===== src/rtl/interface_hcsr04.sv =====
// HC-SR04 ultrasonic ranger controller: fires a trigger pulse, times the echo and reports cm in 3 BCD digits.
// Latency: trigger rises 2 cycles after medir is sampled; pronto rises 4 cycles after the synchroniser samples echo low.
// Backpressure: none; medir is a level request honoured only in inicial/erro, echo is sampled unconditionally.
module interface_hcsr04 #(
    parameter int CLK_PER_CM     = 2941,
    parameter int TRIGGER_CYCLES = 500,
    parameter int TIMEOUT_CYCLES = 1_500_000
) (
    input  logic        clock,
    input  logic        reset,
    input  logic        medir,
    input  logic        echo,
    output logic        trigger,
    output logic [11:0] medida,
    output logic        pronto,
    output logic        erro,
    output logic [3:0]  db_estado
);

    localparam logic [3:0] S_INICIAL       = 4'h0;
    localparam logic [3:0] S_PREPARACAO    = 4'h1;
    localparam logic [3:0] S_ENVIA_TRIGGER = 4'h2;
    localparam logic [3:0] S_ESPERA_ECHO   = 4'h3;
    localparam logic [3:0] S_MEDIDA        = 4'h4;
    localparam logic [3:0] S_ARMAZENAMENTO = 4'h5;
    localparam logic [3:0] S_FINAL_MEDIDA  = 4'h6;
    localparam logic [3:0] S_ERRO          = 4'hF;

    // One counter times both the trigger pulse and the echo timeouts.
    localparam int CNT_MAX = (TIMEOUT_CYCLES > TRIGGER_CYCLES) ? TIMEOUT_CYCLES : TRIGGER_CYCLES;
    localparam int CW      = $clog2(CNT_MAX + 1);
    localparam int YW      = $clog2(CLK_PER_CM + 1);

    localparam logic [CW-1:0] TRIG_LAST = CW'(TRIGGER_CYCLES - 1);
    localparam logic [CW-1:0] TO_LAST   = CW'(TIMEOUT_CYCLES - 1);
    localparam logic [YW-1:0] CYC_LAST  = YW'(CLK_PER_CM - 1);

    logic           echo_meta_q, echo_sync_q;
    logic [3:0]     state_q, state_d;
    logic [CW-1:0]  cnt_q, cnt_d;
    logic [YW-1:0]  cyc_q, cyc_d;
    logic [11:0]    bcd_q, bcd_d;
    logic [11:0]    medida_q, medida_d;
    logic           erro_q, erro_d;
    logic           trigger_q, pronto_q;
    logic           count_en;

    // Decimal increment of a 3-digit BCD value, sticking at 999.
    function automatic logic [11:0] bcd_inc(input logic [11:0] v);
        logic [11:0] r;
        r = v;
        if (v != 12'h999) begin
            if (v[3:0] != 4'd9) begin
                r[3:0] = v[3:0] + 4'd1;
            end else begin
                r[3:0] = 4'd0;
                if (v[7:4] != 4'd9) begin
                    r[7:4] = v[7:4] + 4'd1;
                end else begin
                    r[7:4]  = 4'd0;
                    r[11:8] = v[11:8] + 4'd1;
                end
            end
        end
        return r;
    endfunction

    // Two-flop synchroniser for the asynchronous echo line.
    always_ff @(posedge clock or posedge reset) begin
        if (reset) begin
            echo_meta_q <= 1'b0;
            echo_sync_q <= 1'b0;
        end else begin
            echo_meta_q <= echo;
            echo_sync_q <= echo_meta_q;
        end
    end

    // Next-state, counter and result logic.
    always_comb begin
        state_d  = state_q;
        cnt_d    = cnt_q + 1'b1;
        cyc_d    = cyc_q;
        bcd_d    = bcd_q;
        medida_d = medida_q;
        erro_d   = erro_q;
        count_en = 1'b0;
        case (state_q)
            S_INICIAL: begin
                cnt_d = '0;
                if (medir) state_d = S_PREPARACAO;
            end
            S_PREPARACAO: begin
                cnt_d   = '0;
                cyc_d   = '0;
                bcd_d   = '0;
                state_d = S_ENVIA_TRIGGER;
            end
            S_ENVIA_TRIGGER: begin
                if (cnt_q == TRIG_LAST) begin
                    cnt_d   = '0;
                    state_d = S_ESPERA_ECHO;
                end
            end
            S_ESPERA_ECHO: begin
                if (echo_sync_q) begin
                    // The first high cycle is counted here, so cnt tracks echo-high cycles from 1.
                    count_en = 1'b1;
                    cnt_d    = CW'(1);
                    state_d  = S_MEDIDA;
                end else if (cnt_q == TO_LAST) begin
                    cnt_d   = '0;
                    erro_d  = 1'b1;
                    state_d = S_ERRO;
                end
            end
            S_MEDIDA: begin
                if (!echo_sync_q) begin
                    cnt_d   = '0;
                    state_d = S_ARMAZENAMENTO;
                end else if (cnt_q == TO_LAST) begin
                    cnt_d   = '0;
                    erro_d  = 1'b1;
                    state_d = S_ERRO;
                end else begin
                    count_en = 1'b1;
                end
            end
            S_ARMAZENAMENTO: begin
                cnt_d    = '0;
                medida_d = bcd_q;
                erro_d   = 1'b0;
                state_d  = S_FINAL_MEDIDA;
            end
            S_FINAL_MEDIDA: begin
                cnt_d   = '0;
                state_d = S_INICIAL;
            end
            S_ERRO: begin
                cnt_d = '0;
                if (medir) state_d = S_PREPARACAO;
            end
            default: begin
                cnt_d   = '0;
                state_d = S_INICIAL;
            end
        endcase
        // Whole centimetres only: a partial count left in cyc is discarded.
        if (count_en) begin
            if (cyc_q == CYC_LAST) begin
                cyc_d = '0;
                bcd_d = bcd_inc(bcd_q);
            end else begin
                cyc_d = cyc_q + 1'b1;
            end
        end
    end

    // State registers; trigger and pronto are registered decodes so they cannot glitch.
    always_ff @(posedge clock or posedge reset) begin
        if (reset) begin
            state_q   <= S_INICIAL;
            cnt_q     <= '0;
            cyc_q     <= '0;
            bcd_q     <= '0;
            medida_q  <= '0;
            erro_q    <= 1'b0;
            trigger_q <= 1'b0;
            pronto_q  <= 1'b0;
        end else begin
            state_q   <= state_d;
            cnt_q     <= cnt_d;
            cyc_q     <= cyc_d;
            bcd_q     <= bcd_d;
            medida_q  <= medida_d;
            erro_q    <= erro_d;
            trigger_q <= (state_q == S_ENVIA_TRIGGER);
            pronto_q  <= (state_q == S_FINAL_MEDIDA);
        end
    end

    assign trigger   = trigger_q;
    assign medida    = medida_q;
    assign pronto    = pronto_q;
    assign erro      = erro_q;
    assign db_estado = state_q;

endmodule


===== config.mk =====
export PLATFORM = sky130hd
export DESIGN_NAME = interface_hcsr04
export DESIGN_NICKNAME = d
export VERILOG_FILES = /design/src/rtl/interface_hcsr04.sv
export SDC_FILE = /design/constraint.sdc
export NUM_CORES = 1
export LEC_CHECK = 0
export CAP_MARGIN = 20
export CORE_ASPECT_RATIO = 0.6
export CORE_MARGIN = 2
export CORE_UTILIZATION = 45
export CTS_BUF_LIST = sky130_fd_sc_hd__clkbuf_4 sky130_fd_sc_hd__clkbuf_8
export CTS_CLUSTER_DIAMETER = 100
export CTS_CLUSTER_SIZE = 16
export DETAILED_ROUTE_END_ITERATION = 10
export GPL_TIMING_DRIVEN = 0
export HOLD_SLACK_MARGIN = 0.1
export PLACE_DENSITY = 0.67
export SETUP_SLACK_MARGIN = 0.05
export SYNTH_ARGS = -nofsm -noshare
export SYNTH_HDL_FRONTEND = slang
export SYNTH_SLANG_ARGS = --single-unit
export TNS_END_PERCENT = 20

===== constraint.sdc =====
create_clock -name clock -period 2.7 [get_ports clock]
set_clock_uncertainty 0.05 [all_clocks]
set_input_delay 0.54 -clock clock [delete_from_list [all_inputs] [get_ports clock]]
set_output_delay 0.54 -clock clock [all_outputs]
set_load 0.02 [all_outputs]

==> flow_summary.toml <==
[run_status]
outcome = "finished, final reports clean"

[timing]
timing.slew.headroom = 0.419
setup_repair_after_global_routing_missed_its_margin = "false"
finalSetupViolCount = 0
finalCritPeriodShare = 0.875
finalCriticalPeriod_ps = 2360
worst-slew-pin-transition_ps = 860
fmax_ghz = 0.423
final_max_slew_viol_count = 0
hold_violations = 0

[final_layout]
most-common-layout-cells = "dfrtp_1 (66), nor2_1 (36), nand2_1 (36)"
final-instance-count-excl-fill = 493
most_frequent_standard_cell_in_the_layout_excluding_fill_and_tap_cells = "dfrtp_1"
flow.area_growth_from_synthesis_pct = 14.9
antenna_cell_count = 0
fillers = 682
layout-drive-gt1-share = 0.108
nNetsFinal = 396
postLayoutCoreUtil = 0.542

[place]
gpl.final_weighted_congestion = 0.896
detailed_placement_wirelength_estimate_um = 5250
io_buffer_count = 22
dp.cells = 480

[setup_path]
cp_max_fo = 10
critPathBufInv = 1
timing.critical_path.cells = "nand4bb_1, or4_4, o21ai_1, a21oi_1, buf_2, a221o_1"
max_stage_delay_ps = 580
crit_family = "simple AND/OR/NAND/NOR gates"
worst_path_max_delay_cell = "or4_4"
cp.required_ps = 2870
worstSetupEndpointType = "flop"
worst-setup-path-type = "reg2reg"
worst-endpoint-arrival_ps = 2540
critical_path.startpoint_type = "flop"

[floorplan]
fp.dieArea_mm2 = 0.00849
floorplan.initialDensity = 0.472
die_h_um = 72.2
floorplan.die.width_um = 118
floorplan.rows = 24
core_area_mm2 = 0.00739
ios = 23

[yosys]
netlist_top_cells_area = "dfrtp_1 (47%), mux2_2 (4.2%), nand2_1 (3.9%), nor2_1 (3.9%), mux2i_1 (2.9%)"
synthesis.area_mm2 = 0.00348
ys_ff_latch = 66
synth_top_flop_cell = "dfrtp_1"
yosys_warnings = 0
synthesis.area_per_instance_um2 = 9.84
cell_count_after_synthesis = 354
ys_types = 56
yosys.area.top_type_share = 0.474
synth_top_area_cell = "dfrtp_1"
synth.yosys.seq_area_share = 0.474
mappedNetlistNets = 363
synth-edff-count = 0
asyncSetResetFlopFracSynth = 1.00

[clock_network]
cts_root_buffer = "clkbuf_8"
cts_hold_buf = 0
cts_max_level = 3
numClockSinks = 66
cts_resized = 0
tritoncts = "built"
clk-insertion-delay-late_ps = 340
worst_setup_hold_path_clk_slew_ps = 60
cts-buffers-inserted = 9
post-cts-setup-buffer-count = 0
max-clock-path-buffers = 2

[route]
drt-total-wl_um = 7340
wl_met3_um = 515
met2RoutedLength_um = 2790
routed_wire_length_per_instance_um = 14.9
drt_drc = 0
drt.antenna.violating_nets = 0
dr.pass1.iters = 5
drt_iter0_drc = 231
met1Wirelength_um = 3960
route.top_layer_used = "met4"
dr_total_vias = 2750
viasPerCell = 5.58

[power_and_ir_drop]
design_power_total_w = 0.00265
power.share.clock = 0.275
power.density_cell_area_mw_per_mm2 = 662
worst_vdd_drop_mv = 0.329
p_sw_w = 0.000919
power.leakage_nw = 1.72
sw_frac_of_total = 0.347
p_comb_frac = 0.307
cellInternalPower_w = 0.00173
p_seq_frac = 0.418

[global_route]
grt_pass1_wl_um = 12200
largest_net_degree_at_the_start_of_global_routing = 67
via_count_of_the_first_global_routing_pass = 2417
total_grt_overflow = 0
antenna_violations_before_repair = 0
grt_usage = 0.184

[run]
max_cap_violations = 0

[hold_path]
hold_path_class = "reg2reg"
## cell type report
type / count / area (um^2) / area share
Buffer: 17 / 80.1 / 0.0200
Clock buffer: 13 / 166 / 0.0416
Tap cell: 104 / 130 / 0.0325
Multi-Input combinational cell: 257 / 1700 / 0.425
Timing Repair Buffer: 22 / 220 / 0.0550
Sequential cell: 66 / 1650 / 0.412
Inverter: 14 / 55.1 / 0.0137
## power groups by stage
stage | sequential [W] | clock (W) | combinational, W
final | 0.00111 | 0.000729 | 0.000813
after global routing | 0.00112 | 0.000803 | 0.000901
after CTS | 0.00111 | 0.000752 | 0.000814
after detailed placement | 0.00113 | 0 | 0.000810
after global placement | 0.00112 | 0 | 0.000800
after floorplan | 0.00115 | 0 | 0.000536
## through the flow
step                      hold WS (ps)  setup TNS, ps  worst slack [ps]  instance area [um^2]
after floorplan                    281              0               455                  3480
after global placement             311         -46950              -715                  3830
after detailed placement           317              0               383                  3840
after CTS                          335              0               352                  4000
after global routing               344              0              99.8                  4000
final                              331              0               336                  4000
## flip-flops by register name (all words and copies together) (netlist names)
register / flops
bcd_q: 12
cnt_q: 21
cyc_q: 12
db_estado: 4
echo_meta_q: 1
echo_sync_q: 1
erro: 1
medida: 12
pronto: 1
trigger: 1
## path summary, 6_finish.rpt
path / from / endpoint / slack (ps) / cells past startpoint
setup / recovery: cnt_q[7] / cyc_q[3] / 340 / 6
max in group asynchronous: reset / medida[4] / 1410 / 2
hold / removal: echo_meta_q / echo_sync_q / 330 / 0
min in group asynchronous: reset / bcd_q[7] / 650 / 2
hold reg to reg: echo_meta_q / echo_sync_q / 330 / 0
setup reg to reg: cnt_q[7] / cyc_q[3] / 340 / 6
## logic make-up (layout without fill, tap and decap cells)
family	Yosys count	count (layout)	share of synthesized area
AND/OR/NAND/NOR	149	149	0.221
XOR/XNOR	20	20	0.0503
flip-flops	66	66	0.474
multiplexers	23	23	0.0707
adder cells (fa/ha/maj)	5	5	0.0180
AO/OA/AOI/OAI	60	60	0.128
buffers and inverters	31	66	0.0381
## synth_stat cells, types with 2 or more instances
cell       count
a21oi_1        8
nor4bb_1       2
mux2i_1       10
buf_2          6
ha_1           5
nand3b_1       4
o22ai_1        2
nand2b_1       3
a2111oi_0      3
o21ai_0        9
a21o_1         4
o21a_1         2
nand2_1       36
nand4bb_1      3
nor2_1        36
or2_2          3
nor4_1         6
clkbuf_1       8
xnor2_1       10
dfrtp_1       66
nand4_1        7
nor3_1         6
or4_1          2
a221o_1        9
mux2_2        13
xor2_1        10
o31ai_1        2
nand3_2        2
and3_1         8
a211oi_1       6
and2_1         5
inv_1         14
nor2b_1        5
nand3_1       17
## per-layer routing
metal | up-vias | GRT usage
met5 | - | 0
met4 | 0 | 0.0576
met3 | 10 | 0.0590
met2 | 89 | 0.229
met1 | 1318 | 0.295
li1 | 1333 | -
(Power assumes the default switching activity.)
